--- src/rtl/pll_lock_supervisor.sv ---
// -----------------------------------------------------------------------------
// pll_lock_supervisor
// Watches the (asynchronous) PLL LOCK output from the 25 MHz reference domain,
// debounces it, and generates the system reset for all PLL-clocked logic.
// Because it runs on the PLL reference clock, it keeps working while the PLL
// is unlocked.
//
// Optional feature macro: PLL_RELOCK_EN
//   defined   : a WAIT timeout enters RELOCK, which pulses pll_rst for
//               RST_PULSE_CYCLES and then retries from WAIT, forever.
//   undefined : pll_rst is tied 0. On timeout the FSM stays in WAIT with the
//               counter held, and timeout stays set.
//
// Ports
//   clk        in   1      25 MHz reference clock
//   rst_n      in   1      asynchronous, active-low reset
//   locked     in   1      PLL LOCK, asynchronous to clk
//   sys_rst_n  out  1      system reset, low = reset (high only in RUN)
//   ready      out  1      high while state==RUN
//   timeout    out  1      sticky: no lock within TIMEOUT_CYCLES
//   loss_cnt   out  CNT_W  lock losses seen in RUN, saturating
//   pll_rst    out  1      drives EHXPLLL RST
// -----------------------------------------------------------------------------
module pll_lock_supervisor #(
    parameter int SYNC_STAGES      = 2,
    parameter int STABLE_CYCLES    = 1024,
    parameter int HOLD_CYCLES      = 16,
    parameter int TIMEOUT_CYCLES   = 65536,
    parameter int RST_PULSE_CYCLES = 8,
    parameter int CNT_W            = 8
) (
    input  logic             clk,
    input  logic             rst_n,
    input  logic             locked,
    output logic             sys_rst_n,
    output logic             ready,
    output logic             timeout,
    output logic [CNT_W-1:0] loss_cnt,
    output logic             pll_rst
);

    // One counter is shared by every state, so it must cover the largest count.
    localparam int MAX_A = (STABLE_CYCLES > HOLD_CYCLES) ? STABLE_CYCLES : HOLD_CYCLES;
    localparam int MAX_B = (TIMEOUT_CYCLES > RST_PULSE_CYCLES) ? TIMEOUT_CYCLES : RST_PULSE_CYCLES;
    localparam int MAX_C = (MAX_A > MAX_B) ? MAX_A : MAX_B;
    localparam int CW    = $clog2(MAX_C) + 1;

    localparam logic [CW-1:0] STABLE_TC  = CW'(STABLE_CYCLES - 1);
    localparam logic [CW-1:0] HOLD_TC    = CW'(HOLD_CYCLES - 1);
    localparam logic [CW-1:0] TIMEOUT_TC = CW'(TIMEOUT_CYCLES - 1);

    typedef enum logic [2:0] {
        S_WAIT,
        S_STABLE,
        S_HOLD,
        S_RUN,
        S_RELOCK
    } state_t;

    state_t                 state;
    logic [CW-1:0]          cnt;
    logic [SYNC_STAGES-1:0] sync;
    logic                   lock_s;

    assign lock_s = sync[SYNC_STAGES-1];

`ifdef PLL_RELOCK_EN
    localparam logic [CW-1:0] PULSE_TC = CW'(RST_PULSE_CYCLES - 1);
`else
    assign pll_rst = 1'b0;
`endif

    always_ff @(posedge clk or negedge rst_n) begin
        if (!rst_n) begin
            state     <= S_WAIT;
            cnt       <= '0;
            sync      <= '0;
            sys_rst_n <= 1'b0;
            ready     <= 1'b0;
            timeout   <= 1'b0;
            loss_cnt  <= '0;
`ifdef PLL_RELOCK_EN
            pll_rst   <= 1'b0;
`endif
        end else begin
            sync <= {sync[SYNC_STAGES-2:0], locked};

            case (state)
                S_WAIT: begin
                    // Lock wins over a simultaneous terminal count.
                    if (lock_s) begin
                        state <= S_STABLE;
                        cnt   <= '0;
                    end else if (cnt == TIMEOUT_TC) begin
                        timeout <= 1'b1;
`ifdef PLL_RELOCK_EN
                        state   <= S_RELOCK;
                        cnt     <= '0;
                        pll_rst <= 1'b1;
`endif
                        // Without relock the counter simply parks here.
                    end else begin
                        cnt <= cnt + CW'(1);
                    end
                end

                S_STABLE: begin
                    if (!lock_s) begin
                        state <= S_WAIT;
                        cnt   <= '0;
                    end else if (cnt == STABLE_TC) begin
                        state <= S_HOLD;
                        cnt   <= '0;
                    end else begin
                        cnt <= cnt + CW'(1);
                    end
                end

                S_HOLD: begin
                    if (!lock_s) begin
                        state <= S_WAIT;
                        cnt   <= '0;
                    end else if (cnt == HOLD_TC) begin
                        state     <= S_RUN;
                        cnt       <= '0;
                        sys_rst_n <= 1'b1;
                        ready     <= 1'b1;
                        timeout   <= 1'b0;
                    end else begin
                        cnt <= cnt + CW'(1);
                    end
                end

                S_RUN: begin
                    if (!lock_s) begin
                        state     <= S_WAIT;
                        cnt       <= '0;
                        sys_rst_n <= 1'b0;
                        ready     <= 1'b0;
                        if (loss_cnt != {CNT_W{1'b1}})
                            loss_cnt <= loss_cnt + CNT_W'(1);
                    end
                end

`ifdef PLL_RELOCK_EN
                S_RELOCK: begin
                    // Lock state is ignored until the RST pulse has finished.
                    if (cnt == PULSE_TC) begin
                        state   <= S_WAIT;
                        cnt     <= '0;
                        pll_rst <= 1'b0;
                    end else begin
                        cnt <= cnt + CW'(1);
                    end
                end
`endif

                default: begin
                    state     <= S_WAIT;
                    cnt       <= '0;
                    sys_rst_n <= 1'b0;
                    ready     <= 1'b0;
                end
            endcase
        end
    end

endmodule

--- config.mk ---
export PLATFORM = sky130hd
export DESIGN_NAME = pll_lock_supervisor
export DESIGN_NICKNAME = d
export VERILOG_FILES = /design/src/rtl/pll_lock_supervisor.sv
export SDC_FILE = /design/constraint.sdc
export NUM_CORES = 1
export LEC_CHECK = 0
export BUFFER_PORTS_ARGS = -buffer_cell sky130_fd_sc_hd__buf_2
export CAP_MARGIN = 20
export CORE_ASPECT_RATIO = 0.6
export CORE_MARGIN = 3
export CORE_UTILIZATION = 52
export DETAILED_ROUTE_END_ITERATION = 16
export GPL_TIMING_DRIVEN = 0
export HOLD_SLACK_MARGIN = 0.05
export PLACE_DENSITY = 0.74
export SLEW_MARGIN = 10
export SYNTH_ARGS = -nofsm -noshare
export SYNTH_HDL_FRONTEND = slang
export SYNTH_SLANG_ARGS = --single-unit
export TNS_END_PERCENT = 5
--- constraint.sdc ---
create_clock -name clk -period 2.4 [get_ports clk]
set_clock_uncertainty 0.2 [all_clocks]
set_input_delay 0.24 -clock clk [delete_from_list [all_inputs] [get_ports clk]]
set_output_delay 0.24 -clock clk [all_outputs]
set_load 0.005 [all_outputs]
Yosys cells after proc, flatten, opt, wreduce, memory -nomap -nowiden. Index checks and enable logic that the tools add are counted.

Input port bits: 3. Register bits after elaboration: 32.

Muxes and demuxes: 24. Reduce and logical (&&, ||, !) cells: 8. Bitwise gates (word level): 2. Equal/unequal tests: 16. Add/sub/neg operators: 2.

Operators by type and width (count): 2-to-1 mux 17 bit (7); one-hot mux 17 bit (4 select lines) (1); 2-to-1 mux 3 bit (6); adder 17 x 1 -> 17 bit (second input constant) (1); == test 17 x 10 -> 1 bit (second input constant) (1); == test 17 x 16 -> 1 bit (second input constant) (1); == test 17 x 4 -> 1 bit (second input constant) (1); != test 2 bit (second input constant) (6); one-hot mux 3 bit (4 select lines) (1); != test 3 bit (second input constant) (3); adder 8 x 1 -> 8 bit (second input constant) (1); != test 8 bit (second input constant) (1); AND reduction 4 bit (2); 2-to-1 mux 1 bit (7); == test 3 x 2 -> 1 bit (second input constant) (2); AND reduction 5 bit (1); == test 3 x 1 -> 1 bit (second input constant) (1); logical NOT 3 bit (1); one-hot mux 1 bit (3 select lines) (1); AND reduction 3 bit (1); NOT 1 bit (2); one-hot mux 1 bit (2 select lines) (1); AND reduction 2 bit (1); nonzero test 2 bit (1); OR reduction 2 bit (1).

Logic depth before layout (Yosys ltp). Gate-level depths: netlist of the first run.

Depth in word-level cells: 4. Depth in mapped cells: 11.

Least setup slack after synthesis of the first run. OpenSTA, ideal clock, no wires.

Path type: reg2reg. Start: reg cnt[0]. End: reg cnt[7]. Setup time: 101 ps. Cell stages (with the launch flop): 10. Buffers on the path: 0. Clock period less this slack: 2690 ps. Data arrival time: 2389 ps. Setup slack: -290 ps. Path through: dfrtp_1 > ha_1 > nand3_1 > nor4_1 > nand3_1 > nor2_1 > ha_1 > nor4_1 > nor3_2 > o32ai_1.

Word-level cells in the longest chain between the ends: 4. Elaborated cells on any way between the ends: 13. Classes of those cells: add/sub: 1; eq/ne: 4; mux: 7; reduce/logical: 1.

Ends and longest elaborated chain: from (decl) (RTL line 61) `logic [CW-1:0] cnt;`; from (signal assigned) (RTL line 103) `cnt <= cnt + CW'(1);`; from (signal assigned) (RTL line 115) `cnt <= cnt + CW'(1);`; from (signal assigned) (RTL line 130) `cnt <= cnt + CW'(1);`; adder 17 x 1 -> 17 bit (tied with other cells) (RTL line 103, 115, 130); 2-to-1 mux 17 bit, on equally long branches (RTL line 123, 111, 94); 2-to-1 mux 17 bit, on equally long branches (RTL line 120, 108, 91); one-hot mux 17 bit (4 select lines) (RTL line 88) `case (state)`.

Parallel ways exist; a longest one is shown, timed or not. The select of a mux whose other input is x is not followed. A chain may end at the register's enable or synchronous reset.

Worst setup path after layout of the first run.
Start: reg cnt[7]. End: reg cnt[7].

Same word-level chain as after synthesis.

==> results.sh, run 1 <==
export IMPL_layout_drive_gt1_share=0.338
export IMPL_die_area_mm2=0.00392
export IMPL_max_slew_margin_rel=0.489
export IMPL_r2r_cells=9
export IMPL_synth_fp_nets=175
export IMPL_p_leak_nw=0.953
export IMPL_failed_checks="setup timing"
export IMPL_postSynthCellCount=169
export IMPL_path_max_fanout=5
export IMPL_synth_avg_cell_area_um2=9.79
export IMPL_initial_core_util=0.561
export IMPL_via_per_inst=5.89
export IMPL_fin_util=0.746
export IMPL_ir_worst_vdd_mv=0.380
export IMPL_antenna_found_initial=0
export IMPL_layout_common_cells="dfrtp_1, buf_4, nand2_1, nor2_1, buf_2"
export IMPL_drtAntennaViolNets=0
export IMPL_cts_root_buffer="clkbuf_8"
export IMPL_synthArstFlopShare=1.00
export IMPL_die_w_um=78.8
export IMPL_layout_min_cycle_time_ns=2.59
export IMPL_synth_edf_count=0
export IMPL_drt_total_wl_mm=4.29
export IMPL_internal_power_uw=823
export IMPL_h_tree_depth=2
export IMPL_place_area_mm2=0.00179
export IMPL_syn2layout_area_growth_pct=32.9
export IMPL_p_sw_frac=0.228
export IMPL_required_ns=2.35
export IMPL_min_path_cells=0
export IMPL_setup_slack_ns=-0.194
export IMPL_cp_arrival_ns=2.54
export IMPL_routedWlPerCell_um=16.8
export IMPL_ios=15
export IMPL_synth_area_mm2=0.00165
export IMPL_yosysWarningCount=0
export IMPL_hp_class="reg2reg"
export IMPL_route_detailed_drc=0
export IMPL_rsz0062_at_grt="true"
export IMPL_ctsLongestPathBuffers=2
export IMPL_core_area_mm2=0.00295
export IMPL_yosysUniqueCellTypes=42
export IMPL_combPwrFrac=0.074
export IMPL_std_cell_rows=15
export IMPL_status="complete, but fails checks"
export IMPL_setup_viol=17
export IMPL_nNetsFinal=218
export IMPL_cp_start_kind="flip-flop"
export IMPL_clk_latency_ns=0.28
export IMPL_holdWs_ns=0.163
export IMPL_cts_tree="built"
export IMPL_p_seq_frac=0.505
export IMPL_die_y_um=49.7
export IMPL_p_per_area_mw_per_mm2=485
export IMPL_grt_pass1_wl_mm=6.39
export IMPL_p_clk_frac=0.422
export IMPL_place_congestion=0.843
export IMPL_grt_max_degree=32
export IMPL_path_class="reg2reg"
export IMPL_portBuffers=13
export IMPL_final_area_mm2=0.00220
export IMPL_end_kind="flip-flop"
export IMPL_place_ws_ns=-0.420
export IMPL_cts_sinks=31
export IMPL_seq_area_frac_synth=0.469
export IMPL_grt_pass1_vias=1326
export IMPL_power_switching_uw=243
export IMPL_vias=1501
export IMPL_final_common_cell="dfrtp_1"
export IMPL_cts_buffers=5
export IMPL_slew_violations=0
export IMPL_post_route_period_util=1.08
export IMPL_ys_flop_type="dfrtp_1"
export IMPL_hold_viol=0
export IMPL_setup_tns_ns=-2.19
export IMPL_worst_pin_slew_ns=0.761
export IMPL_clkSlewWorstSetupHoldPaths_ns=0.07
export IMPL_drt_iter0_drc=147
export IMPL_track_usage=0.215
export IMPL_cap_violations=0
export IMPL_num_antenna_cells=0
export IMPL_drtPass1Iterations=4
export IMPL_max_freq_mhz=386
export IMPL_overflow=0
export IMPL_synth_seq_cells=31
export IMPL_dp_hpwl_mm=2.63
what timing repair did:
action | CTS | global route
setup endpoints to repair | 19 | 17
gates resized for setup | 13 | 17
hold endpoints to repair | 32 | 0
gates cloned | 1 | 0
setup buffers | 11 | 9
hold buffers | 2 | 0
pin swaps | 11 | 9
synthesized netlist by cell type (2+ instances only):
master     n  area, µm²
xor2_1     7       61.3
o22ai_1    2       12.5
o32ai_1    4       35.0
nor2b_1    3       18.8
nor3_1     3       15.0
nand3_1   10       50.1
a22o_1     2       17.5
and2_1     4       25.0
nor4_1     2       12.5
inv_1      7       26.3
dfrtp_1   31        776
o311ai_0   2       17.5
and3_1     3       18.8
a21oi_1    6       30.0
ha_1       3       37.5
o31ai_1    4       30.0
or4_1      2       15.0
clkbuf_1   2       7.51
nor2_1    16       60.1
mux2i_1    2       20.0
nor4_4     2       42.5
xnor2_1    5       43.8
buf_4      2       15.0
o21ai_0    3       15.0
nand4_1    5       31.3
nand2_1   21       78.8
cell type report:
cell class | instances | area (µm²)
fillers | 193 | 748
multi-input cells | 126 | 958
repair buffers | 36 | 243
well taps | 42 | 52.6
flip-flops and latches | 31 | 781
clock buffers | 8 | 100
inverters | 7 | 26.3
plain buffers | 5 | 37.5
sequential cells by signal (all words and copies together) (netlist names):
| name | count |
|---|---|
| cnt | 17 |
| loss_cnt | 8 |
| state | 2 |
| sync | 2 |
| ready | 1 |
| timeout | 1 |
path summary, 6_finish.rpt:
check                                      end               start  slack, ns
max in group asynchronous  cnt[14]$_DFFE_PN0P_               rst_n       1.18
min in group asynchronous  cnt[13]$_DFFE_PN0P_               rst_n       0.33
max                         cnt[7]$_DFFE_PN0P_  cnt[7]$_DFFE_PN0P_      -0.19
min                          sync[1]$_DFF_PN0_   sync[0]$_DFF_PN0_       0.16
min reg2reg                  sync[1]$_DFF_PN0_   sync[0]$_DFF_PN0_       0.16
max reg2reg                 cnt[7]$_DFFE_PN0P_  cnt[7]$_DFFE_PN0P_      -0.19
layer usage:
layer,part of all wire,global-route usage,vias up
li1,-,-,702
met1,0.45,0.309,741
met2,0.48,0.313,54
met3,0.065,0.0639,4
met4,0.0089,0.0629,0
met5,0,0,-
cells by family (layout without fill, tap and decap cells):
family / after synthesis / in the layout / synth area share
multiplexers: 3 / 3 / 0.0189
XOR/XNOR: 12 / 12 / 0.0635
flip-flops: 31 / 31 / 0.469
buffers and inverters: 12 / 56 / 0.0363
AND/OR/NAND/NOR: 75 / 75 / 0.247
adder cells (fa/ha/maj): 3 / 3 / 0.0227
other: 1 / 1 / 0.00227
AO/OA/AOI/OAI: 32 / 32 / 0.141
power by group through the flow:
stage               clock network (mW)  logic, mW  registers (mW)
finish                           0.450     0.0784           0.538
global route                     0.486     0.0859           0.538
CTS                              0.452     0.0733           0.538
detailed placement                   0     0.0524           0.548
global placement                     0     0.0507           0.547
floorplan                            0     0.0320           0.546
per-stage QoR:
stage          total power, mW  std cells
3_3_place_gp             0.598        224
6_report                  1.07        255
3_5_place_dp             0.600        224
2_1_floorplan            0.578        169
4_1_cts                   1.06        246
5_1_grt                   1.11        255
critical path, cell delays in order, from the launching register on:
cell     delay (ns)
dfrtp_1        0.41
nand4_1        0.23
nor4_4         0.35
nand3_2        0.17
nor2_4         0.16
ha_4           0.18
nor4_4         0.07
nor4_4         0.39
buf_6          0.20
o32ai_1        0.09
Power figures use the tool's default switching activity.
==> run 2: changes to the inputs <==
Settings changed: CORE_ASPECT_RATIO 0.6 to 1.5, GPL_TIMING_DRIVEN 0 to default.
==> results.sh, run 2 (synthesis results as in run 1) <==
export IMPL_final_common_cell="dfrtp_1"
export IMPL_vias=1543
export IMPL_largest_reg_flops=17
export IMPL_cp_start_kind="flip-flop"
export IMPL_std_cell_rows=24
export IMPL_dp_cells=241
export IMPL_ctsLongestPathBuffers=2
export IMPL_place_ws_ns=-0.176
export IMPL_rr_endpoint="cnt[6]$_DFFE_PN0P_"
export IMPL_setup_tns_ns=-0.947
export IMPL_layout_drive_gt1_share=0.333
export IMPL_layout_common_cells="dfrtp_1, buf_4, nand2_1, nor2_1, buf_2"
export IMPL_drt_iter0_drc=66
export IMPL_clk_latency_ns=0.29
export IMPL_cap_violations=0
export IMPL_route_detailed_drc=0
export IMPL_nNetsFinal=221
export IMPL_cts_buffers=5
export IMPL_required_ns=2.37
export IMPL_clkSlewWorstSetupHoldPaths_ns=0.08
export IMPL_path_class="reg2reg"
export IMPL_status="complete, but fails checks"
export IMPL_totalPowerFinal_mw=1.16
export IMPL_cts_tree="built"
export IMPL_initial_core_util=0.556
export IMPL_syn2layout_area_growth_pct=35.0
export IMPL_drt_total_wl_mm=4.51
export IMPL_die_w_um=52.1
export IMPL_layout_min_cycle_time_ns=2.50
export IMPL_path_max_fanout=5
export IMPL_r2r_cells=10
export IMPL_p_per_area_mw_per_mm2=518
export IMPL_grt_pass1_vias=1551
export IMPL_slew_violations=0
export IMPL_drtAntennaViolNets=0
export IMPL_die_y_um=75.1
export IMPL_overflow=0
export IMPL_p_leak_nw=1.01
export IMPL_hold_viol=0
export IMPL_top_layer_used="met4"
export IMPL_max_freq_mhz=401
export IMPL_dp_hpwl_mm=2.99
export IMPL_h_tree_depth=2
export IMPL_wl_met1_mm=1.66
export IMPL_hp_class="reg2reg"
export IMPL_rsz0062_at_grt="true"
export IMPL_ir_worst_vdd_mv=0.485
export IMPL_place_congestion=0.919
export IMPL_grt_max_degree=32
export IMPL_max_slew_margin_rel=0.545
export IMPL_routedWlPerCell_um=17.7
export IMPL_track_usage=0.242
export IMPL_ff2ff_setup_slack_ns=-0.1
export IMPL_antenna_found_initial=0
export IMPL_die_area_mm2=0.00391
export IMPL_reg_top3="cnt: 17 flops, loss_cnt: 8 flops"
export IMPL_cp_arrival_ns=2.46
export IMPL_failed_checks="setup timing"
export IMPL_worstHoldStart="sync[0]$_DFF_PN0_"
export IMPL_whs_endpoint="sync[1]$_DFF_PN0_"
export IMPL_post_route_period_util=1.04
export IMPL_portBuffers=13
export IMPL_cts_root_buffer="clkbuf_8"
export IMPL_min_path_cells=0
export IMPL_dr_wl_met2_mm=2.41
export IMPL_cts_sinks=31
export IMPL_setup_viol=15
export IMPL_core_area_mm2=0.00297
export IMPL_reg2reg_from="cnt[0]$_DFFE_PN0P_"
export IMPL_top_register="cnt"
export IMPL_met3_wirelength_um=210
export IMPL_setup_slack_ns=-0.0963
export IMPL_end_kind="flip-flop"
export IMPL_finalNonFillerCells=255
export IMPL_ios=15
export IMPL_worst_pin_slew_ns=0.683
export IMPL_num_antenna_cells=0
export IMPL_drtPass1Iterations=5
export IMPL_via_per_inst=6.05
export IMPL_grt_pass1_wl_mm=6.90
-- run 2: cell types whose count changed in the layout (fill, tap and decap cells not counted), moves of 2 or more --
cell      previous run  this run
clkbuf_1             2         0
buf_4               23        27
dfrtp_2              4         0
dfrtp_1             27        31
-- run 2: final cells by class --
type / instances / area [µm²]
well taps: 39 / 48.8
clock inverters: 2 / 35.0
multi-input cells: 126 / 946
inverters: 7 / 26.3
fillers: 202 / 739
repair buffers: 44 / 319
clock buffers: 6 / 82.6
flip-flops and latches: 31 / 776
-- run 2: stage by stage --
step	util	hold slack, ns	cell area [µm²]
final	0.751	0.171	2230
after global routing	0.751	0.170	2230
after floorplan	-	-0.256	1670
after global placement	0.657	0.105	1950
after detailed placement	0.657	0.121	1950
after CTS	0.714	0.171	2120
-- run 2: routing by layer --
metal  global-route usage  vias to the layer above
met2                0.452                       51
met1                0.254                      770
met5                    0                        -
met3               0.0416                       21
li1                     -                      701
met4                0.125                        0
-- run 2: repair_timing --
item,4_1_cts,5_1_grt
pin swaps,2,10
cloned,0,0
hold endpoints to repair,32,0
hold buffers,2,0
buffers inserted,0,4
endpoints found under the setup margin,14,17
gates resized for setup,7,14
-- run 2: power by group --
group          total [mW]  internal, mW  leakage (nW)  switching (mW)
clock network       0.540         0.336        0.0612           0.205
registers           0.539         0.529         0.424         0.00946
logic              0.0784        0.0351         0.529          0.0433
-- run 2: worst max-delay path by stage --
stage / slack (ns) / cells after the start / from / to
global placement: -0.04 / 10 / cnt[0]$_DFFE_PN0P_ / cnt[5]$_DFFE_PN0P_
CTS: -0.02 / 10 / cnt[0]$_DFFE_PN0P_ / cnt[10]$_DFFE_PN0P_
finish: -0.1 / 10 / cnt[0]$_DFFE_PN0P_ / cnt[6]$_DFFE_PN0P_
global route: -0.20 / 10 / cnt[1]$_DFFE_PN0P_ / cnt[6]$_DFFE_PN0P_
floorplan: 0.04 / 10 / cnt[0]$_DFFE_PN0P_ / cnt[6]$_DFFE_PN0P_
detailed placement: -0.18 / 10 / cnt[0]$_DFFE_PN0P_ / cnt[11]$_DFFE_PN0P_
-- run 2: critical path, cell delays in order, from the launching register on --
cell     delay (ns)
dfrtp_1        0.36
ha_2           0.19
nand3_2        0.10
nor4_4         0.32
nand3_2        0.16
nor2_4         0.15
ha_4           0.18
nor4_4         0.07
nor4_4         0.39
buf_6          0.18
o22ai_2        0.07
